**src/rtl/mips_pkg.sv**
```systemverilog
`default_nettype none
// ============================================================================
// Package  : mips_pkg
// Purpose  : Shared definitions for the ID/EX pipeline slice: datapath and
//            register-number widths, ALU function codes, and the operand
//            forward-select encoding.
// Revision : 1.0 - initial release
// ============================================================================
package mips_pkg;

   localparam int DW = 32;   // datapath width
   localparam int RW = 5;    // register-number width

   // ALU function codes (aluc)
   localparam logic [3:0] C_ALUC_ADD = 4'b0000;
   localparam logic [3:0] C_ALUC_SUB = 4'b0100;
   localparam logic [3:0] C_ALUC_AND = 4'b0001;
   localparam logic [3:0] C_ALUC_OR  = 4'b0101;
   localparam logic [3:0] C_ALUC_XOR = 4'b0010;
   localparam logic [3:0] C_ALUC_LUI = 4'b0110;
   localparam logic [3:0] C_ALUC_SLL = 4'b0011;
   localparam logic [3:0] C_ALUC_SRL = 4'b0111;
   localparam logic [3:0] C_ALUC_SRA = 4'b1111;

   // Where a source operand is taken from
   typedef enum logic [1:0] {
      FWD_RF  = 2'b00,
      FWD_EX  = 2'b01,
      FWD_MEM = 2'b10,
      FWD_WB  = 2'b11
   } fwd_e;

endpackage
`default_nettype wire

```
**src/rtl/fwd_sel.sv**
```systemverilog
`default_nettype none
// ============================================================================
// Module   : fwd_sel
// Purpose  : Priority forwarding selector for one source operand.
//            Youngest producer wins: EX, then MEM, then WB, else the
//            register-file value. Register 0 never forwards.
// Ports    : src                   - source register number
//            rf_val                - register-file read data
//            ex_hit_en             - EX stage holds a forwardable result
//            ex_rn/ex_val          - EX destination / result
//            mem_wreg/mem_rn/mem_val - MEM write flag / destination / result
//            wb_wreg/wb_rn/wb_val  - WB write flag / destination / result
//            val                   - selected operand value
// Revision : 1.0 - initial release
// ============================================================================
module fwd_sel
   import mips_pkg::*;
#(
   parameter int DW = mips_pkg::DW,
   parameter int RW = mips_pkg::RW
) (
   input  logic [RW-1:0] src,
   input  logic [DW-1:0] rf_val,
   input  logic          ex_hit_en,
   input  logic [RW-1:0] ex_rn,
   input  logic [DW-1:0] ex_val,
   input  logic          mem_wreg,
   input  logic [RW-1:0] mem_rn,
   input  logic [DW-1:0] mem_val,
   input  logic          wb_wreg,
   input  logic [RW-1:0] wb_rn,
   input  logic [DW-1:0] wb_val,
   output logic [DW-1:0] val
);

   fwd_e w_sel;

   always_comb begin
      w_sel = FWD_RF;
      if (src != '0) begin
         if (ex_hit_en && (ex_rn == src))
            w_sel = FWD_EX;
         else if (mem_wreg && (mem_rn == src))
            w_sel = FWD_MEM;
         else if (wb_wreg && (wb_rn == src))
            w_sel = FWD_WB;
      end
   end

   always_comb begin
      case (w_sel)
         FWD_EX:  val = ex_val;
         FWD_MEM: val = mem_val;
         FWD_WB:  val = wb_val;
         default: val = rf_val;
      endcase
   end

endmodule
`default_nettype wire

```
**src/rtl/id_ex_stage.sv**
```systemverilog
`default_nettype none
// ============================================================================
// Module   : id_ex_stage
// Purpose  : ID/EX pipeline register in front of the 32-bit ALU. Resolves
//            operand forwarding (EX/MEM/WB), selects immediate or shift
//            amount for operand b, detects load-use hazards and registers
//            the decoded instruction into EX.
// Build    : ID_EX_FWD_EX_EN defined   - ex_alu_r forwards into ID; only a
//                                        load in EX causes a stall.
//            ID_EX_FWD_EX_EN undefined - ex_alu_r is ignored; any dependency
//                                        on the EX instruction stalls.
// Ports    : clk, resetn (sync, active low)
//            id_*        - decoded instruction from ID
//            ex_alu_r    - current ALU result
//            mem_*/wb_*  - later-stage write-back info for forwarding
//            flush       - squash the instruction entering EX
//            ext_stall   - global freeze
//            ex_*        - registered EX-stage operands and control
//            id_stall    - combinational hazard, holds PC and IF/ID
// Revision : 1.0 - initial release
// ============================================================================
module id_ex_stage
   import mips_pkg::*;
#(
   parameter int DW = mips_pkg::DW,
   parameter int RW = mips_pkg::RW
) (
   input  logic          clk,
   input  logic          resetn,
   input  logic          id_valid,
   input  logic [RW-1:0] id_rs,
   input  logic [RW-1:0] id_rt,
   input  logic          id_use_rs,
   input  logic          id_use_rt,
   input  logic [DW-1:0] id_rs_val,
   input  logic [DW-1:0] id_rt_val,
   input  logic [DW-1:0] id_imm,
   input  logic [4:0]    id_sa,
   input  logic [3:0]    id_aluc,
   input  logic          id_aluimm,
   input  logic          id_shift,
   input  logic [RW-1:0] id_rn,
   input  logic          id_wreg,
   input  logic          id_m2reg,
   input  logic          id_wmem,
   input  logic [DW-1:0] ex_alu_r,
   input  logic          mem_wreg,
   input  logic [RW-1:0] mem_rn,
   input  logic [DW-1:0] mem_data,
   input  logic          wb_wreg,
   input  logic [RW-1:0] wb_rn,
   input  logic [DW-1:0] wb_data,
   input  logic          flush,
   input  logic          ext_stall,
   output logic [DW-1:0] ex_a,
   output logic [DW-1:0] ex_b,
   output logic [3:0]    ex_aluc,
   output logic [DW-1:0] ex_store,
   output logic          ex_valid,
   output logic          ex_wreg,
   output logic          ex_m2reg,
   output logic          ex_wmem,
   output logic [RW-1:0] ex_rn,
   output logic          id_stall
);

   logic [DW-1:0] r_ex_a;
   logic [DW-1:0] r_ex_b;
   logic [3:0]    r_ex_aluc;
   logic [DW-1:0] r_ex_store;
   logic          r_ex_valid;
   logic          r_ex_wreg;
   logic          r_ex_m2reg;
   logic          r_ex_wmem;
   logic [RW-1:0] r_ex_rn;

   logic          w_ex_fwd_ok;     // EX result may be forwarded this cycle
   logic [DW-1:0] w_ex_fwd_val;
   logic          w_ex_dep_stall;  // a dependency on EX must stall
   logic [DW-1:0] w_fwd_rs;
   logic [DW-1:0] w_fwd_rt;
   logic [DW-1:0] w_op_a;
   logic [DW-1:0] w_op_b;
   logic          w_ex_dep;
   logic          w_id_stall;

`ifdef ID_EX_FWD_EX_EN
   // A load's data is not ready until MEM, so only non-loads forward from EX.
   assign w_ex_fwd_ok    = r_ex_valid & r_ex_wreg & ~r_ex_m2reg;
   assign w_ex_fwd_val   = ex_alu_r;
   assign w_ex_dep_stall = r_ex_m2reg;
`else
   // No EX forward path: every EX dependency waits one cycle for MEM.
   logic w_unused_ex_alu_r;
   assign w_unused_ex_alu_r = ^ex_alu_r;
   assign w_ex_fwd_ok       = 1'b0;
   assign w_ex_fwd_val      = '0;
   assign w_ex_dep_stall    = 1'b1;
`endif

   fwd_sel #(.DW(DW), .RW(RW)) u_fwd_rs (
      .src       (id_rs),
      .rf_val    (id_rs_val),
      .ex_hit_en (w_ex_fwd_ok),
      .ex_rn     (r_ex_rn),
      .ex_val    (w_ex_fwd_val),
      .mem_wreg  (mem_wreg),
      .mem_rn    (mem_rn),
      .mem_val   (mem_data),
      .wb_wreg   (wb_wreg),
      .wb_rn     (wb_rn),
      .wb_val    (wb_data),
      .val       (w_fwd_rs)
   );

   fwd_sel #(.DW(DW), .RW(RW)) u_fwd_rt (
      .src       (id_rt),
      .rf_val    (id_rt_val),
      .ex_hit_en (w_ex_fwd_ok),
      .ex_rn     (r_ex_rn),
      .ex_val    (w_ex_fwd_val),
      .mem_wreg  (mem_wreg),
      .mem_rn    (mem_rn),
      .mem_val   (mem_data),
      .wb_wreg   (wb_wreg),
      .wb_rn     (wb_rn),
      .wb_val    (wb_data),
      .val       (w_fwd_rt)
   );

   // Shifts put the shifted value (rt) on a and the amount on b.
   assign w_op_a = id_shift ? w_fwd_rt : w_fwd_rs;
   assign w_op_b = id_shift  ? {{(DW-5){1'b0}}, id_sa} :
                   id_aluimm ? id_imm : w_fwd_rt;

   // Bubbles carry rn = 0, so the rn != 0 test also filters empty EX slots.
   assign w_ex_dep = ((id_use_rs & (r_ex_rn == id_rs)) |
                      (id_use_rt & (r_ex_rn == id_rt)));
   assign w_id_stall = id_valid & r_ex_valid & w_ex_dep_stall &
                       (r_ex_rn != '0) & w_ex_dep;

   always_ff @(posedge clk) begin
      if (!resetn || flush || (!ext_stall && (w_id_stall || !id_valid))) begin
         // Bubble: data fields zeroed too, so nothing downstream can match it.
         r_ex_a     <= '0;
         r_ex_b     <= '0;
         r_ex_aluc  <= '0;
         r_ex_store <= '0;
         r_ex_valid <= 1'b0;
         r_ex_wreg  <= 1'b0;
         r_ex_m2reg <= 1'b0;
         r_ex_wmem  <= 1'b0;
         r_ex_rn    <= '0;
      end else if (!ext_stall) begin
         r_ex_a     <= w_op_a;
         r_ex_b     <= w_op_b;
         r_ex_aluc  <= id_aluc;
         r_ex_store <= w_fwd_rt;
         r_ex_valid <= 1'b1;
         r_ex_wreg  <= id_wreg;
         r_ex_m2reg <= id_m2reg;
         r_ex_wmem  <= id_wmem;
         r_ex_rn    <= id_rn;
      end
   end

   assign ex_a     = r_ex_a;
   assign ex_b     = r_ex_b;
   assign ex_aluc  = r_ex_aluc;
   assign ex_store = r_ex_store;
   assign ex_valid = r_ex_valid;
   assign ex_wreg  = r_ex_wreg;
   assign ex_m2reg = r_ex_m2reg;
   assign ex_wmem  = r_ex_wmem;
   assign ex_rn    = r_ex_rn;
   assign id_stall = w_id_stall;

endmodule
`default_nettype wire
```
**config.mk**
```make
export PLATFORM = sky130hd
export DESIGN_NAME = id_ex_stage
export DESIGN_NICKNAME = d
export VERILOG_FILES = /design/src/rtl/mips_pkg.sv /design/src/rtl/fwd_sel.sv /design/src/rtl/id_ex_stage.sv
export SDC_FILE = /design/constraint.sdc
export NUM_CORES = 1
export LEC_CHECK = 0
export CORE_AREA = 2 2 135 137
export DETAILED_ROUTE_END_ITERATION = 7
export DIE_AREA = 0 0 137 139
export PLACE_DENSITY_LB_ADDON = 0.08
export SLEW_MARGIN = 20
export SYNTH_ARGS = -nofsm -noshare
export SYNTH_HDL_FRONTEND = slang
export SYNTH_SLANG_ARGS = --single-unit
```
**constraint.sdc**
```tcl
create_clock -name clk -period 2.57 [get_ports clk]
set_input_delay 0.3855 -clock clk [delete_from_list [all_inputs] [get_ports clk]]
set_output_delay 0.3855 -clock clk [all_outputs]
set_load 0.1 [all_outputs]
```
; Word-level counts from Yosys, hierarchy flattened
; Index checks and enable logic that the tools add are counted.
[op_classes]
n_addsub = 0
multipliers = 0
n_div = 0
magnitude_cmp = 0
eq_ne = 12
shifts = 0
mux = 11
n_bitwise = 6
n_reduce_logical = 14
[op_table]
columns = op, count
row1 = case mux 32 bit (3 select lines), 2
row2 = 2-to-1 mux 32 bit, 3
row3 = equality test 5 bit, 6
row4 = nonzero test 5 bit, 3
row5 = 2-to-1 mux 2 bit, 6
row6 = "equality test 2 bit, second input constant", 4
row7 = AND 1 bit, 5
row8 = logical AND 1 bit, 5
row9 = "equality test 2 x 1 -> 1 bit, second input constant", 2
row10 = logical NOT 1 bit, 3
row11 = logical OR 1 bit, 3
row12 = bitwise OR 1 bit, 1
[word_totals]
ff_bits = 109
latch_bits = 0
ramBits = 0
rom_bits = 0
input_bits = 240
output_inout_bits = 110
elab_cells = 52
memories = 0

; Depth between registers and ports, before layout
; Gate-level depths: netlist of run 1.
[logic_depth]
word_depth = 9
depth_mapped = 8
depth_no_buf = 6

; Cells and area by module
; From an unflattened synthesis of run 1, not the netlist that was laid out.
[hier_totals]
hier_cells = 1028
hier_area_um2 = 8528.2
[by_module_without_submodules]
columns = mod, instances, cells_each, area_each_um2, seq_area_each_um2
row1 = id_ex_stage, 1, 582, 5457.7, 2182.1
row2 = fwd_sel, 2, 223, 1535.2, 0.0

; Worst setup path before layout of run 1
; Ideal clock, no wire load.
[synth_timing]
path_kind = register to output
start = reg r_ex_rn[3] (netlist: ex_rn[3])
end = out id_stall
arrival_time_ns = 3.516
slack_ns = -1.331
path_stages_with_launch = 8
path_buffers = 2
path_cell_list = dfxtp_1 -> xor2_1 -> nor4_1 -> a32oi_1 -> or2_2 -> buf_2 -> buf_1 -> nor2_1
[synth_via]
elab_chain_len = 4
elab_cells_between_ends = 8
classes_between = eq/ne: 2 / bitwise: 5 / reduce/logical: 1
[synth_rtl]
columns = item, line_no
row1 = "start, declared", id_ex_stage.sv:75  ; logic [RW-1:0] r_ex_rn;
row2 = "start signal, assigned", id_ex_stage.sv:163  ; r_ex_rn <= id_rn;
row3 = equality test 5 bit, n/a
row4 = "AND 1 bit, on equally long branches", "id_ex_stage.sv:137, id_ex_stage.sv:138"
row5 = bitwise OR 1 bit, id_ex_stage.sv:137  ; assign w_ex_dep = ((id_use_rs & (r_ex_rn == id_rs)) |
row6 = AND 1 bit *, id_ex_stage.sv:140  ; (r_ex_rn != '0) & w_ex_dep;
row7 = "end, declared", id_ex_stage.sv:64  ; output logic id_stall
; Every way passes the cells marked *; elsewhere a longest branch is shown, timed or not.

; Worst setup path in the final report of run 1
[layout_timing]
start = in id_rt[4]
end = out id_stall
[layout_via]
elab_chain_len = 4
[layout_rtl]
columns = item, line_no
row1 = "start, declared", id_ex_stage.sv:32  ; input logic [RW-1:0] id_rt,
row2 = equality test 5 bit, n/a
row3 = AND 1 bit, id_ex_stage.sv:138  ; (id_use_rt & (r_ex_rn == id_rt)));
row4 = bitwise OR 1 bit, id_ex_stage.sv:137
row5 = AND 1 bit, id_ex_stage.sv:140
; No other way between the ends.

==> results of run 1 <==
-- flip-flops by register name (all words and copies together), names as in the netlist, 4 cells and up --
register	flops
ex_aluc	4
ex_store	32
ex_rn	5
ex_a	32
ex_b	32
-- layer usage --
| metal | GRT usage | vias up | part of all wire |
|---|---|---|---|
| li1 | - | 3040 | - |
| met2 | 0.4174 | 344 | 0.48 |
| met5 | 0 | - | 0 |
| met1 | 0.3180 | 3144 | 0.41 |
| met4 | 0.1096 | 0 | 0.026 |
| met3 | 0.05007 | 42 | 0.080 |
-- where the power goes --
group          internal [mW]  leakage (nW)  total (mW)  switching (mW)
sequential              1.74         0.891        1.77          0.0340
combinational          0.563          2.63        1.33           0.767
clock                  0.713         0.136        1.38           0.669
-- worst min-delay path by stage --
stage | from | to | slack, ps
floorplan | id_rn[0] | ex_rn[0] | 530
global placement | ex_valid | ex_valid | 450
detailed placement | ex_b[21] | ex_b[21] | 460
CTS | ex_b[21] | ex_b[21] | 480
global route | ex_b[22] | ex_b[22] | 490
finish | ex_b[21] | ex_b[21] | 470
-- per-stage QoR --
step / TNS (ps) / total power, mW
5_1_grt: -0.2061 / 4.649
2_1_floorplan: 0 / 2.479
6_report: 0 / 4.485
3_3_place_gp: -14010 / 3.121
3_5_place_dp: -17740 / 3.138
4_1_cts: 0 / 4.512
-- cells by family after synthesis --
family	count (synthesis)	share of synthesized area
simple gates	90	0.08718
flops	109	0.4087
mux	12	0.02250
xor+xnor	30	0.04921
buf+inv	64	0.05109
compound gates	269	0.3813
-- area by class of cell --
class / instances / share of cell area
tap: 229 / 0.03035
antenna: 1 / 0.0002650
sequential: 109 / 0.2332
multi-input combinational: 401 / 0.3126
clock buffer: 10 / 0.02650
clock inverter: 4 / 0.003180
timing repair buffer: 407 / 0.3929
inverter: 2 / 0.0009276
-- layout by cell type, fill, tap and decap left out, drive strengths merged, types with 2 or more instances in the layout --
| master | n |
|---|---|
| clkinv | 2 |
| a221oi | 5 |
| mux2i | 12 |
| dlygate4sd2 | 5 |
| nand4 | 3 |
| inv | 3 |
| and2 | 3 |
| o21a | 2 |
| xor2 | 14 |
| or3 | 2 |
| dfxtp | 109 |
| xnor2 | 16 |
| nor2 | 49 |
| a32oi | 28 |
| o21ai | 71 |
| nor4 | 5 |
| nor3 | 2 |
| a21oi | 2 |
| dlymetal6s2s | 2 |
| or2 | 3 |
| nor2b | 3 |
| clkbuf | 10 |
| a211oi | 96 |
| clkdlybuf4s50 | 200 |
| nand2b | 2 |
| nand2 | 3 |
| buf | 200 |
| a32o | 33 |
| or4 | 2 |
| a222oi | 26 |
| and3 | 11 |
| a22o | 5 |
-- worst max-delay path, cell delays in order --
cell and delay, ps:
sky130_fd_sc_hd__clkdlybuf4s50_1 600, sky130_fd_sc_hd__buf_4 160, sky130_fd_sc_hd__xnor2_1 90, sky130_fd_sc_hd__and2_1 140, sky130_fd_sc_hd__a32oi_2 70, sky130_fd_sc_hd__or2_2 340
sky130_fd_sc_hd__nor2_4 130, sky130_fd_sc_hd__buf_12 180
-- repair_timing --
action	CTS	global route
gates resized for setup	5	4
buffers inserted	1	1
pin swaps	2	2
endpoints found under the setup margin	1	7
==> impl_summary.txt, run 1 <==
----------------------------------------------------
[Outcome]
  Result of the run ... completed

[CTS]
  Post-cts hold buffer count ... 0
  Clock tree from TritonCTS ... built
  Clock root cell ... sky130_fd_sc_hd__clkbuf_16
  Clock H-tree levels ... 3
  Clock transition time at the flip-flop clock pins of the worst setup and hold paths ... about 70 ps
  CTS buffer count ... 9
  Clock sink total ... ~110
  Clock Tree Buf Depth ... 2
  Skew-Pair Late Insertion Delay ... ~360 ps

[Logic synthesis]
  Leading area contributor after synthesis ... sky130_fd_sc_hd__dfxtp_1
  Syn Nets ... 814
  Number of storage elements in the synthesis netlist ... about 110
  Most instantiated library cell after synthesis ... sky130_fd_sc_hd__dfxtp_1
  Number of different library cells in the post-synthesis netlist ... 40
  Most used DFF post-synth ... sky130_fd_sc_hd__dfxtp_1
  Commonest cells in the netlist ... sky130_fd_sc_hd__dfxtp_1, sky130_fd_sc_hd__a211oi_1, sky130_fd_sc_hd__nor2_1
  Cells after synthesis ... roughly 570
  Yosys Warn Count ... 0
  Share of flip-flops with an asynchronous set or reset ... 0
  Mapped cell area ... ~5300 µm²
  Sequential share of the synthesized area ... 0.4087
  Ranking of synthesized cells by area ... sky130_fd_sc_hd__dfxtp_1, sky130_fd_sc_hd__a211oi_1, sky130_fd_sc_hd__a32o_1
  Number of synthesized flops with an enable pin ... 0
  Avg Synthesized Cell Area ... just over 9 µm²
  Share of the synthesized area in the top cell type ... 0.4087

[STA]
  Unrepaired setup endpoints after global routing ... yes
  Final setup slack of the worst path ... between 80 and 90 ps
  Fmax ... approximately 400 MHz
  Slew Limit Headroom ... 0.5259
  Period utilization ... 0.9685
  Clock Skews ... between 10 and 15 ps
  Min Hold Slack ... between 400 and 500 ps
  Worst-margin pin slew ... 711.2 ps
  Setup-failing EPs final ... 0
  Post-layout minimum cycle time ... approximately 2500 ps
  Number of max-slew violations in the final report ... 0
  Final hold violations ... 0

[Pwr]
  Worst supply voltage drop on vdd ... 0.3457 mV
  Power density relative to cell area ... ~470 nW/µm²
  Leakage power ... 3.661 nW

[Floorplanning]
  Die Ht ... approximately 140 µm
  Initial Util ... 0.3024
  Number of cell rows ... 49
  Die width ... 137 µm
  Top Ports ... 350
  Die area ... around 19,000 µm²
  Total core area ... about 18,000 µm²

[Setup path]
  Class of the most critical setup path ... in2out
  Worst r2r src ... ex_rn[4]
  Worst Reg-to-Reg Cells ... 7
  Capturing point of the worst reg2reg path ... ex_a[22]
  Top fanout value on the critical path ... 4
  Data required time of the worst path ... approximately 2200 ps
  Critical path endpoint category ... output port
  Source of the critical timing path ... id_rt[4]
  Critical path endpoint ... id_stall
  Arrival time reported for the critical path endpoint ... approximately 2100 ps
  R2R Setup Slk ... roughly 280 ps
  Startpoint kind of the worst setup timing path ... primary input

[Global route]
  Maximum number of pins on one net before global-route repair ... between 70 and 80
  Wire length of the first global-routing pass ... 37.14 mm
  Grt total ovfl ... 0
  Number of global-route vias before repair ... roughly 6,600
  Overall fraction of global-route tracks in use ... 0.2531
  Number of antenna violations at the first check in global routing ... 1

[Routing]
  Total via count in the routed design ... around 6,600
  Antenna Violating Nets Remaining ... 0
  Total length of routed wires ... about 25 mm
  DRC errors left ... 0
  Routed len/inst ... roughly 21 µm
  Number of detailed-route iterations in the first pass ... 5
  Iteration-0 DRC Markers ... 439
  Routed via count divided by cell count ... 5.649

[Final layout]
  Total area of sequential cells ... around 2200 µm²
  Filler-free cell count of the finished design ... about 1,200
  Fill cell instance count of the final layout ... 1,604
  Final instance area ... ~9400 µm²
  Combined area of the multi-input logic cells ... 2952 µm²
  Layout overhead on the synthesized area ... 76.85%
  Post-Route Utilization ... 0.5347
  Number of nets at the end of the flow ... 1,170
  Fraction of layout instances using a drive strength above 1 ... 0.2529

[Place]
  Count of buffers inserted at the top-level ports ... 317
  Placed insts ... between 1,000 and 1,500
  GP Congestion ... a little under 0.9
  Half-perimeter wire length after placement ... between 15 and 20 mm
  Pre-CTS setup slack ... -264.4 ps
  Placed instance area ... around 9000 µm²

[Worst hold path]
  Worst hold path stage count ... 2
  Class of the tightest hold or removal check ... reg2reg

[Flow run]
  Max-cap violations ... 0

----------------------------------------------------
No activity file was read; power rests on OpenSTA's default activity.
==> inputs of run 2 (changes only) <==
--- a/config.mk
+++ b/config.mk
@@ -9,6 +9,7 @@
 export DETAILED_ROUTE_END_ITERATION = 7
 export DIE_AREA = 0 0 137 139
 export PLACE_DENSITY_LB_ADDON = 0.08
+export SKIP_LAST_GASP = 1
 export SLEW_MARGIN = 20
 export SYNTH_ARGS = -nofsm -noshare
 export SYNTH_HDL_FRONTEND = slang
==> results of run 2 <==
Same layout as run 1: the final DEF is identical, and so are final timing and power.
==> inputs of run 3 (changes only) <==
--- a/config.mk
+++ b/config.mk
@@ -10,7 +10,6 @@
 export DIE_AREA = 0 0 137 139
 export PLACE_DENSITY_LB_ADDON = 0.08
 export SKIP_LAST_GASP = 1
-export SLEW_MARGIN = 20
 export SYNTH_ARGS = -nofsm -noshare
 export SYNTH_HDL_FRONTEND = slang
 export SYNTH_SLANG_ARGS = --single-unit
==> results of run 3 <==
Same layout as run 1: the final DEF is identical, and so are final timing and power.
